`config.mk`:
```
export PLATFORM = sky130hd
export DESIGN_NAME = control_cmd_dumprow
export DESIGN_NICKNAME = d
export VERILOG_FILES = /design/src/rtl/control_cmd_dumprow_pkg.sv /design/src/rtl/control_cmd_dumprow_pixel_addr_counter.sv /design/src/rtl/control_cmd_dumprow.sv
export SDC_FILE = /design/constraint.sdc
export NUM_CORES = 1
export LEC_CHECK = 0
export CORE_MARGIN = 2
export CORE_UTILIZATION = 50
export CTS_CLUSTER_SIZE = 16
export DETAILED_ROUTE_END_ITERATION = 12
export PLACE_DENSITY_LB_ADDON = 0.08
export SLEW_MARGIN = 15
export SYNTH_ARGS = -nofsm -noshare
export SYNTH_HDL_FRONTEND = slang
export SYNTH_SLANG_ARGS = --single-unit
export TNS_END_PERCENT = 50
```
`constraint.sdc`:
```
create_clock -name clk -period 6 [get_ports clk]
set_clock_uncertainty 0.2 [all_clocks]
set_input_delay 1.2 -clock clk [delete_from_list [all_inputs] [get_ports clk]]
set_output_delay 1.2 -clock clk [all_outputs]
set_load 0.03 [all_outputs]
```
`src/rtl/control_cmd_dumprow_pkg.sv`:
```
// rtl/control_cmd_dumprow_pkg.sv - shared panel geometry, address-width helpers and dump-row state type
package control_cmd_dumprow_pkg;

    localparam int DEFAULT_BYTES_PER_PIXEL = 3;
    localparam int DEFAULT_PIXEL_HEIGHT    = 32;
    localparam int DEFAULT_PIXEL_WIDTH     = 64;

    typedef enum logic [2:0] {
        DR_IDLE,
        DR_HEADER,
        DR_WAIT,
        DR_EMIT,
        DR_DONE
    } dumprow_state_e;

    // Every address field keeps at least one bit so degenerate 1-wide panels still elaborate.
    function automatic int num_row_address_bits(input int height);
        return (height > 1) ? $clog2(height) : 1;
    endfunction

    function automatic int num_column_address_bits(input int width);
        return (width > 1) ? $clog2(width) : 1;
    endfunction

    function automatic int num_pixelcolorselect_bits(input int bytes_per_pixel);
        return (bytes_per_pixel > 1) ? $clog2(bytes_per_pixel) : 1;
    endfunction

endpackage

```
`src/rtl/control_cmd_dumprow_pixel_addr_counter.sv`:
```
// rtl/control_cmd_dumprow_pixel_addr_counter.sv - column/pixel down-counter with load, decrement and last flag
module pixel_addr_counter #(
    parameter int PIXEL_WIDTH     = 4,
    parameter int BYTES_PER_PIXEL = 2,
    parameter int COL_BITS        = 2,
    parameter int PIX_BITS        = 1
) (
    input  logic                clk,
    input  logic                reset_n,
    input  logic                load,
    input  logic                dec,
    output logic [COL_BITS-1:0] column,
    output logic [PIX_BITS-1:0] pixel,
    output logic                last
);

    logic [COL_BITS-1:0] column_d, column_q;
    logic [PIX_BITS-1:0] pixel_d, pixel_q;

    assign last   = (column_q == '0) && (pixel_q == '0);
    assign column = column_q;
    assign pixel  = pixel_q;

    // Decrement is ignored at (0,0) so the address can never wrap.
    always_comb begin
        column_d = column_q;
        pixel_d  = pixel_q;
        if (load) begin
            column_d = COL_BITS'(PIXEL_WIDTH - 1);
            pixel_d  = PIX_BITS'(BYTES_PER_PIXEL - 1);
        end else if (dec && !last) begin
            if (pixel_q == '0) begin
                pixel_d  = PIX_BITS'(BYTES_PER_PIXEL - 1);
                column_d = column_q - 1'b1;
            end else begin
                pixel_d = pixel_q - 1'b1;
            end
        end
    end

    always_ff @(posedge clk or negedge reset_n) begin
        if (!reset_n) begin
            column_q <= '0;
            pixel_q  <= '0;
        end else begin
            column_q <= column_d;
            pixel_q  <= pixel_d;
        end
    end

endmodule

```
`src/rtl/control_cmd_dumprow.sv`:
```
// rtl/control_cmd_dumprow.sv - streams a row-selector byte then every byte of one framebuffer row
module control_cmd_dumprow
    import control_cmd_dumprow_pkg::*;
#(
    parameter int BYTES_PER_PIXEL  = DEFAULT_BYTES_PER_PIXEL,
    parameter int PIXEL_HEIGHT     = DEFAULT_PIXEL_HEIGHT,
    parameter int PIXEL_WIDTH      = DEFAULT_PIXEL_WIDTH,
    parameter int RAM_READ_LATENCY = 1,
    parameter int _UNUSED          = 0,
    localparam int ROW_BITS = num_row_address_bits(PIXEL_HEIGHT),
    localparam int COL_BITS = num_column_address_bits(PIXEL_WIDTH),
    localparam int PIX_BITS = num_pixelcolorselect_bits(BYTES_PER_PIXEL)
) (
    input  logic                clk,
    input  logic                reset_n,
    input  logic                start,
    input  logic [ROW_BITS-1:0] start_row,
    input  logic                abort,
    output logic                busy,
    output logic                done,
    output logic [ROW_BITS-1:0] row,
    output logic [COL_BITS-1:0] column,
    output logic [PIX_BITS-1:0] pixel,
    output logic                ram_read_enable,
    input  logic [7:0]          ram_data,
    output logic [7:0]          tx_data,
    output logic                tx_valid,
    input  logic                tx_ready
);

    dumprow_state_e      state_d, state_q;
    logic                busy_d, busy_q;
    logic                done_d, done_q;
    logic                rre_d, rre_q;
    logic                tx_valid_d, tx_valid_q;
    logic [7:0]          tx_data_d, tx_data_q;
    logic [ROW_BITS-1:0] row_d, row_q;
    logic [1:0]          wait_cnt_d, wait_cnt_q;
    logic                ctr_load, ctr_dec, ctr_last, accept;

    assign accept = tx_valid_q & tx_ready;

    pixel_addr_counter #(
        .PIXEL_WIDTH    (PIXEL_WIDTH),
        .BYTES_PER_PIXEL(BYTES_PER_PIXEL),
        .COL_BITS       (COL_BITS),
        .PIX_BITS       (PIX_BITS)
    ) u_addr (
        .clk    (clk),
        .reset_n(reset_n),
        .load   (ctr_load),
        .dec    (ctr_dec),
        .column (column),
        .pixel  (pixel),
        .last   (ctr_last)
    );

    always_comb begin
        state_d    = state_q;
        busy_d     = busy_q;
        done_d     = 1'b0;
        rre_d      = 1'b0;
        tx_valid_d = tx_valid_q;
        tx_data_d  = tx_data_q;
        row_d      = row_q;
        wait_cnt_d = wait_cnt_q;
        ctr_load   = 1'b0;
        ctr_dec    = 1'b0;
        case (state_q)
            DR_IDLE: if (start) begin
                row_d      = start_row;
                ctr_load   = 1'b1;
                tx_data_d  = 8'(start_row);
                tx_valid_d = 1'b1;
                busy_d     = 1'b1;
                state_d    = DR_HEADER;
            end
            DR_HEADER: if (accept) begin
                tx_valid_d = 1'b0;
                rre_d      = 1'b1;
                wait_cnt_d = '0;
                state_d    = DR_WAIT;
            end
            // Counter is 0 in the strobe cycle; data is valid once it reaches the latency.
            DR_WAIT: if (wait_cnt_q == 2'(RAM_READ_LATENCY)) begin
                tx_data_d  = ram_data;
                tx_valid_d = 1'b1;
                state_d    = DR_EMIT;
            end else begin
                wait_cnt_d = wait_cnt_q + 1'b1;
            end
            DR_EMIT: if (accept) begin
                tx_valid_d = 1'b0;
                if (ctr_last) begin
                    done_d  = 1'b1;
                    state_d = DR_DONE;
                end else begin
                    ctr_dec    = 1'b1;
                    rre_d      = 1'b1;
                    wait_cnt_d = '0;
                    state_d    = DR_WAIT;
                end
            end
            DR_DONE: begin
                busy_d  = 1'b0;
                state_d = DR_IDLE;
            end
            default: state_d = DR_IDLE;
        endcase
        if (abort && state_q != DR_IDLE) begin
            state_d    = DR_IDLE;
            tx_valid_d = 1'b0;
            rre_d      = 1'b0;
            busy_d     = 1'b0;
            done_d     = 1'b0;
            ctr_dec    = 1'b0;
        end
    end

    always_ff @(posedge clk or negedge reset_n) begin
        if (!reset_n) begin
            state_q    <= DR_IDLE;
            busy_q     <= 1'b0;
            done_q     <= 1'b0;
            rre_q      <= 1'b0;
            tx_valid_q <= 1'b0;
            tx_data_q  <= '0;
            row_q      <= '0;
            wait_cnt_q <= '0;
        end else begin
            state_q    <= state_d;
            busy_q     <= busy_d;
            done_q     <= done_d;
            rre_q      <= rre_d;
            tx_valid_q <= tx_valid_d;
            tx_data_q  <= tx_data_d;
            row_q      <= row_d;
            wait_cnt_q <= wait_cnt_d;
        end
    end

    assign busy            = busy_q;
    assign done            = done_q;
    assign ram_read_enable = rre_q;
    assign tx_valid        = tx_valid_q;
    assign tx_data         = tx_data_q;
    assign row             = row_q;

endmodule
```
; ---- Yosys cells after proc, flatten, opt, wreduce, memory -nomap -nowiden
; Index checks and enable logic that the tools add are counted.
[op_classes]
bitwise_logic = 1
n_lt_le_gt_ge = 0
reduce_logical = 22
eq_ne = 16
add_sub_neg = 3
mul = 0
n_mux = 41
n_shift = 0
n_div = 0
[ops]
columns = op, n
row1 = $mux W3, 6
row2 = $mux W6, 3
row3 = $mux W1, 17
row4 = $mux W8, 2
row5 = $pmux W8 S2, 1
row6 = $mux W2, 7
row7 = $ne A2 B2 Y1 const B, 6
row8 = $ne A3 B3 Y1 const B, 4
row9 = $pmux W3 S4, 1
row10 = $reduce_bool A3 Y1, 3
row11 = $reduce_and A4 Y1, 2
row12 = $eq A3 B2 Y1 const B, 2
row13 = $logic_not A6 Y1, 1
row14 = $pmux W2 S3, 1
row15 = $reduce_and A2 Y1, 3
row16 = $reduce_bool A2 Y1, 3
row17 = $sub A6 B1 Y6 const B, 1
row18 = $reduce_and A5 Y1, 1
row19 = $pmux W1 S2, 2
row20 = $reduce_bool A4 Y1, 1
row21 = $eq A3 B1 Y1 const B, 1
row22 = $eq A3 B3 Y1 const B, 1
row23 = $logic_and A1 B1 Y1, 3
row24 = $logic_not A3 Y1, 1
row25 = 10 further kinds, 10
[totals]
ram_bits = 0
rom_bits = 0
n_memories = 0
ff_bits = 30
wordCells = 93
latch_bits = 0
output_inout_bits = 25

; ---- Depth between registers and ports, before layout
; Gate-level depths: netlist (run 1).
[logic_depth]
word_depth = 9
mapped_depth = 7
mapped_depth_nobuf = 6

; ---- Modules after synthesis
; Synthesis (run 1) repeated with hierarchy kept, for this count alone.
[hier_totals]
cells_unflattened = 142
area_unflattened_um2 = 1567.8
[by_module_without_submodules]
columns = module, seq_area_each_um2, instances, area_each_um2, cells_each
row1 = control_cmd_dumprow, 550.5, 1, 1078.5, 92
row2 = pixel_addr_counter, 200.2, 1, 489.2, 50

; ---- Worst setup path after synthesis (run 1)
; No wires, ideal clock.
[synth_timing]
path_kind = input to register
startpoint = input port abort
endpoint = register u_addr.column_q[4], in the netlist u_addr.column[4]
arrival_time_ps = 2317
slack_ps = 3341
setup_time_ps = 142
cell_stages = 5
cell_sequence = or2_0 buf_2 a2111oi_4 and4_2 o21ai_0
[synth_via]
elab_chain_cells = 5
[synth_lines]
columns = element, line
row1 = start: declaration, control_cmd_dumprow.sv:18  ; input logic abort,
row2 = $logic_and A1 B1 Y1, control_cmd_dumprow.sv:110  ; if (abort && state_q != DR_IDLE) begin
row3 = $mux W1, control_cmd_dumprow.sv:110
row4 = $logic_and A1 B1 Y1, control_cmd_dumprow_pixel_addr_counter.sv:31  ; end else if (dec && !last) begin
row5 = $reduce_bool A2 Y1 (no source line), -
row6 = $reduce_and A2 Y1 (no source line), -
row7 = end signal: assignment, control_cmd_dumprow_pixel_addr_counter.sv:46  ; column_q <= column_d;
row8 = end: declaration, control_cmd_dumprow_pixel_addr_counter.sv:17  ; logic [COL_BITS-1:0] column_d, column_q;
; Every way passes these cells.
; A chain may end at the register's enable or synchronous reset.

; ---- Final worst setup path (run 1)
; Ends and elaborated chain as after synthesis.

==> out/results.ini, run 1 <==
[status]
outcome = finished, violations left
violations = design-rule violations

[detailed_routing]
vias = 1255
wire_per_inst_um = 14.01
vias_per_cell = 5.553
drt_pass1_iterations = 8
wirelength_mm = 3.166
detail-route-antenna-nets = 0
drt_iter0_drc = 43
drcViolationCount = 4

[cells_and_area]
final_common_cell = clkdlybuf4s50_1
areaGrowthSynthToFinish_pct = 33.67
nets = 217
n_antenna_cell = 0
drive_above_1_share_pct = 8.205
final_cell_mix = clkdlybuf4s50_1 (42), nand2_1 (30), dfrtp_1 (30)

[setup_path]
worstSetupStartpointType = primary input
cp_max_fo = 10
reg2reg_depth = 4
crit_arrival_ns = 2.99
slowest_delay_ns = 0.58
cpMaxStageDelayCell = a2111oi_4
end_kind = flop
crit_family = simple AND/OR/NAND/NOR gates
worstPathRequired_ns = 6.00
crit_chain = clkdlybuf4s50_1, or2_0, a2111oi_4, and4_2, o21ai_0
path_class = in2reg
critPathBufInv = 1
cp_num_cells = 5

[logic_synthesis]
synth_top_area_cell = dfrtp_1
async_reset_ff_share_pct = 100.0
synth_top_flop_cell = dfrtp_1
syn_area_per_cell_um2 = 9.935
yosys.cell_types.count = 36
synth_top_area_share_pct = 50.38
synth_edf_count = 0
synthesis.nets = 173
yosys_warnings = 0
ys_seq_elements = 30
syn_inst = 150
synth_area_leaders = dfrtp_1 (50%), nand2_1 (7.6%), mux2i_1 (4.7%), ha_1 (4.2%), o21ai_0 (4.0%)
synth_area_um2 = 1490
ys_seq_area_share_pct = 50.38

[floorplanning]
initial_core_util_pct = 53.12
fp.dieH_um = 58.59
die_w_um = 58.59
num_io_pins = 43
die-area_um2 = 3433
coreArea_um2 = 2805
rows = 19

[global_routing]
grt-ovfl-total = 0
grt_pass1_vias = 1200
grt_pass1_wl_mm = 5.347
antenna_found_initial = 0
grt_max_degree = 31
track_usage_pct = 20.67

[sta]
period_minus_slack_ns = 2.992
worst_pin_slew_ns = 1.046
fin_setup_tns_ns = 0
rsz0062_at_grt = no
hold_violations = 0
relSlewSlack_pct = 30.29
setup_slack_ns = 3.008
setup_viol = 0
final_max_slew_viol_count = 0
clock.fmax_mhz = 334.2
period_share_pct = 49.87

[clock_network]
numCtsBuffers = 5
post_cts_resized = 0
holdBufCountCts = 0
insertion_delay_ns = 0.33
ctsLongestPathBuffers = 2
clk_pin_slew_worst_paths_ns = 0.10
cts_tree = done
post_cts_buffers = 0
cts_root_buf = clkbuf_4
htreeDepth = 2
cts_num_sinks = 30

[pwr]
netSwitchingFraction_pct = 37.15
power_switching_uw = 230.5
p_per_area_nw_per_um2 = 311.5
clockPowerShare_pct = 20.8
vdd_drop_max_mv = 0.2411
seq_power_share_pct = 43.2
intPower_uw = 389.9
p_comb_share_pct = 36.0
leakage_nw = 0.8584

[worst_hold_path]
hp-class = reg2reg
hold_depth = 2

[place]
io_buffers = 42
place.gp.congestion = 0.7354
place_ws_ns = 2.624
post-dp-hpwl_mm = 2.242

[run]
maxCapViolations = 0

cell usage after synthesis (all sizes together) (2+ instances only):
cell type,count
nor2,8
dfrtp,30
buf,6
a21oi,5
nor3,3
nand2b,3
a211oi,2
inv,9
nor3b,3
nor4,2
ha,5
a31oi,4
o21ai,12
o211ai,2
nand3,2
nand2,30
mux2i,7
worst paths after layout:
check                      startpoint                to  slack, ns
hold reg to reg            tx_data[6]        tx_data[6]       0.29
max in group asynchronous     reset_n  u_addr.column[1]       4.28
setup reg to reg           state_q[1]        tx_data[3]       3.64
min in group asynchronous     reset_n        state_q[0]       1.04
setup / recovery                abort  u_addr.column[4]       3.01
hold / removal             tx_data[6]        tx_data[6]       0.29
worst register-to-register path, cell delays in order (launching register included):
cell and delay [ns]:
dfrtp_1 0.52, nor3b_1 0.20, buf_4 0.20, a21oi_1 0.84
o21ai_0 0.24
through the flow:
| stage | hold slack (ns) | instance area, um^2 | total power [mW] | std cells | util, % |
|---|---|---|---|---|---|
| 2_1_floorplan | 0.2658 | 1490 | 0.3996 | 150 | - |
| 4_1_cts | 0.2928 | 1992 | 0.6268 | 226 | 71.01 |
| 5_1_grt | 0.3239 | 1992 | 0.6552 | 226 | 71.01 |
| 3_5_place_dp | 0.2664 | 1928 | 0.4972 | 218 | 68.73 |
| 3_3_place_gp | 0.2605 | 1928 | 0.4920 | 218 | 68.73 |
| 6_report | 0.2852 | 1992 | 0.6204 | 226 | 71.01 |
power groups by stage:
stage / Clock (mW) / Combinational [mW] / Sequential (mW)
2_1_floorplan: 0 / 0.0714 / 0.328
3_3_place_gp: 0 / 0.221 / 0.271
3_5_place_dp: 0 / 0.225 / 0.272
4_1_cts: 0.132 / 0.226 / 0.268
5_1_grt: 0.141 / 0.240 / 0.274
6_report: 0.129 / 0.223 / 0.268
state kept, by name, summed over array words and instances, names as in the netlist:
register and count:
u_addr.column 6, u_addr.pixel 2, tx_valid 1, done 1
wait_cnt_q 2, row 5, tx_data 8, ram_read_enable 1
state_q 3, busy 1
cell type report:
cell class                 instances  area, um^2
clock inverter                     2       12.51
multi-input combinational        104       669.4
tap                               31       38.79
sequential                        30       750.7
clock buffer                       6       51.30
fill                             222       813.3
timing repair buffer              44       435.4
inverter                           9       33.78
per-layer routing:
layer | part of all wire [%] | up-vias | global-route usage [%]
met4 | 0.51 | 0 | 8.117
li1 | - | 610 | -
met5 | 0 | - | 0
met1 | 43 | 608 | 26.04
met2 | 50 | 35 | 34.35
met3 | 5.9 | 2 | 5.055
cell families after synthesis:
group / share of synthesized area (%)
buffers and inverters: 4.701
flip-flops: 50.38
multiplexers: 4.702
AND/OR/NAND/NOR: 20.49
AO/OA/AOI/OAI: 14.95
adder cells (fa/ha/maj): 4.198
XOR/XNOR: 0.5878
(Power assumes the default switching activity.)
==> inputs of run 2 (changes only) <==
Settings changed: CORE_UTILIZATION 50 to 42.
Clock period 6 ns to 2.6 ns, I/O delays scaled along.
==> run 2 against run 1 <==
The run now ends clean. Design area increased by 3.2%. Wire length increased by 5.0%. Sequential share of layout area decreased by 1.2 points. Non-clock buffer count increased by 4. Die area increased by 18%. Core utilization decreased by 9.9 points. Setup slack got worse by 2.6 ns. Final cell count increased by 8.4%. Clock-buffer cell count increased by 2. Via count decreased by 0.88%. Hold slack got worse by 0.0061 ns. Critical path depth decreased by 4. Critical path type is now reg2out. Largest cell class unchanged. Largest power group unchanged. Highest routed layer unchanged.
==> out/results.ini, run 2 (synthesis gave the netlist of run 1 again) <==
[floorplanning]
coreArea_um2 = 3363  ; was 2805 um^2
rows = 21  ; was 19
initial_core_util_pct = 44.31  ; was 53.12%
fp.dieH_um = 63.57  ; was 58.59 um
num_io_pins = 43  ; unchanged
die-area_um2 = 4041  ; was 3433 um^2
die_w_um = 63.57  ; was 58.59 um

[pwr]
clockPowerShare_pct = 23.3  ; was 20.8%
intPower_uw = 960.0  ; was 389.9 uW
p_comb_share_pct = 35.2  ; was 36.0%
p_per_area_nw_per_um2 = 724.3  ; was 311.5 nW/um^2
leakage_nw = 0.8889  ; was 0.8584 nW
vdd_drop_max_mv = 0.3926  ; was 0.2411 mV
power_switching_uw = 529.0  ; was 230.5 uW
seq_power_share_pct = 41.5  ; was 43.2%
netSwitchingFraction_pct = 35.53  ; was 37.15%

[sta]
rsz0062_at_grt = no  ; unchanged
fin_setup_tns_ns = 0  ; unchanged
clock.fmax_mhz = 448.6
hold_violations = 0  ; unchanged
setup_viol = 0  ; unchanged
relSlewSlack_pct = 37.84  ; was 30.29%
period_minus_slack_ns = 2.229
period_share_pct = 85.74
final_max_slew_viol_count = 0  ; unchanged
worst_pin_slew_ns = 0.9324  ; was 1.046 ns

[cells_and_area]
drive_above_1_share_pct = 10.05  ; was 8.205%
n_antenna_cell = 0  ; unchanged
final_common_cell = clkdlybuf4s50_1  ; unchanged
final_cell_mix = clkdlybuf4s50_1 (42), nand2_1 (30), dfrtp_1 (30)  ; unchanged
design_area_um2 = 2056  ; was 1992 um^2
areaGrowthSynthToFinish_pct = 37.95  ; was 33.67%
largest_reg_flops = 8  ; unchanged
nets = 221  ; was 217

[clock_network]
holdBufCountCts = 0  ; unchanged
post_cts_buffers = 0  ; unchanged
numCtsBuffers = 5  ; unchanged
cts_root_buf = clkbuf_4  ; unchanged
cts_tree = done  ; unchanged
clk_pin_slew_worst_paths_ns = 0.10  ; about the same
ctsLongestPathBuffers = 2  ; unchanged
post_cts_resized = 0  ; unchanged
cts_num_sinks = 30  ; unchanged
insertion_delay_ns = 0.33  ; about the same
htreeDepth = 2  ; unchanged

[setup_path]
cp_max_fo = 6  ; was 10
crit_family = buffers and inverters  ; was simple AND/OR/NAND/NOR gates
path_class = reg2out  ; was in2reg
slowest_delay_ns = 0.71  ; was 0.58 ns
crit_chain = clkdlybuf4s50_1  ; was clkdlybuf4s50_1, or2_0, a2111oi_4, and4_2, o21ai_0
end_kind = output pin  ; was flop
crit_arrival_ns = 1.51  ; was 2.99 ns
critPathBufInv = 1  ; unchanged
worstPathRequired_ns = 1.88  ; was 6.00 ns
cpMaxStageDelayCell = clkdlybuf4s50_1  ; was a2111oi_4
worstSetupStartpointType = flop  ; was primary input

[global_routing]
gr-usage-met1_pct = 22.97  ; was 26.04%
grt_pass1_wl_mm = 5.768  ; was 5.347 mm
grt_max_degree = 31  ; unchanged
grt.busiest_layer = met2  ; unchanged
grt_pass1_vias = 1258  ; was 1,200
grt-ovfl-total = 0  ; unchanged
grtUsageMet3_pct = 6.250  ; was 5.055%
antenna_found_initial = 0  ; unchanged
use_met2_pct = 29.74  ; was 34.35%
track_usage_pct = 18.56  ; was 20.67%

[detailed_routing]
vias = 1244  ; was 1,255
vias_per_cell = 5.078  ; was 5.553
wirelength_mm = 3.325  ; was 3.166 mm
drt_pass1_iterations = 4  ; was 8
drcViolationCount = 0  ; was 4
drt_iter0_drc = 69  ; was 43
detail-route-antenna-nets = 0  ; unchanged
wire_per_inst_um = 13.57  ; was 14.01 um

[place]
post-dp-hpwl_mm = 2.419  ; was 2.242 mm
place.gp.congestion = 0.7458  ; was 0.7354
io_buffers = 42  ; unchanged
placedInstanceArea_um2 = 1977  ; was 1928 um^2

[worst_hold_path]
hp-class = reg2reg  ; unchanged

[run]
maxCapViolations = 0  ; unchanged

[status]
outcome = completed  ; was finished, violations left

run 2: routing by layer:
metal  part of all wire (%)  vias up
li1                       -      620
met1                     46      595
met2                     48       24
met3                    4.5        5
met4                    1.4        0
met5                      0        -
run 2: cell type report:
| type | count | area (um^2) |
|---|---|---|
| Clock buffer | 8 | 78.83 |
| Fill cell | 305 | 1308 |
| Inverter | 9 | 33.78 |
| Multi-Input combinational cell | 104 | 669.4 |
| Sequential cell | 30 | 750.7 |
| Timing Repair Buffer | 48 | 465.4 |
| Tap cell | 46 | 57.56 |
run 2: worst paths after layout:
kind                       slack (ns)          endpoint        startpoint  depth (start not counted)
max                              0.37         column[2]  u_addr.column[2]                          1
min                              0.28            row[4]            row[4]                          2
max reg2reg                      0.45  u_addr.column[3]  u_addr.column[0]                          7
min reg2reg                      0.28            row[4]            row[4]                          2
max in group asynchronous        1.56            row[3]           reset_n                          2
min in group asynchronous        0.36        state_q[2]           reset_n                          2
run 2: per-stage QoR:
stage	hold WS [ns]	power (mW)	worst slack (ns)	cells	util, %
floorplan	0.02441	0.9221	0.3531	150	-
global placement	0.2581	1.144	0.1864	237	58.78
detailed placement	0.2624	1.154	0.1235	237	58.78
CTS	0.2846	1.507	0.3510	245	61.12
global route	0.3195	1.582	0.2838	245	61.12
finish	0.2791	1.489	0.3708	245	61.12
run 2: power by group through the flow:
stage          Clock, mW  Combinational, mW  Sequential (mW)
4_1_cts            0.361              0.529            0.618
3_5_place_dp           0              0.526            0.628
5_1_grt            0.387              0.563            0.632
2_1_floorplan          0              0.165            0.757
3_3_place_gp           0              0.520            0.624
6_report           0.347              0.524            0.618
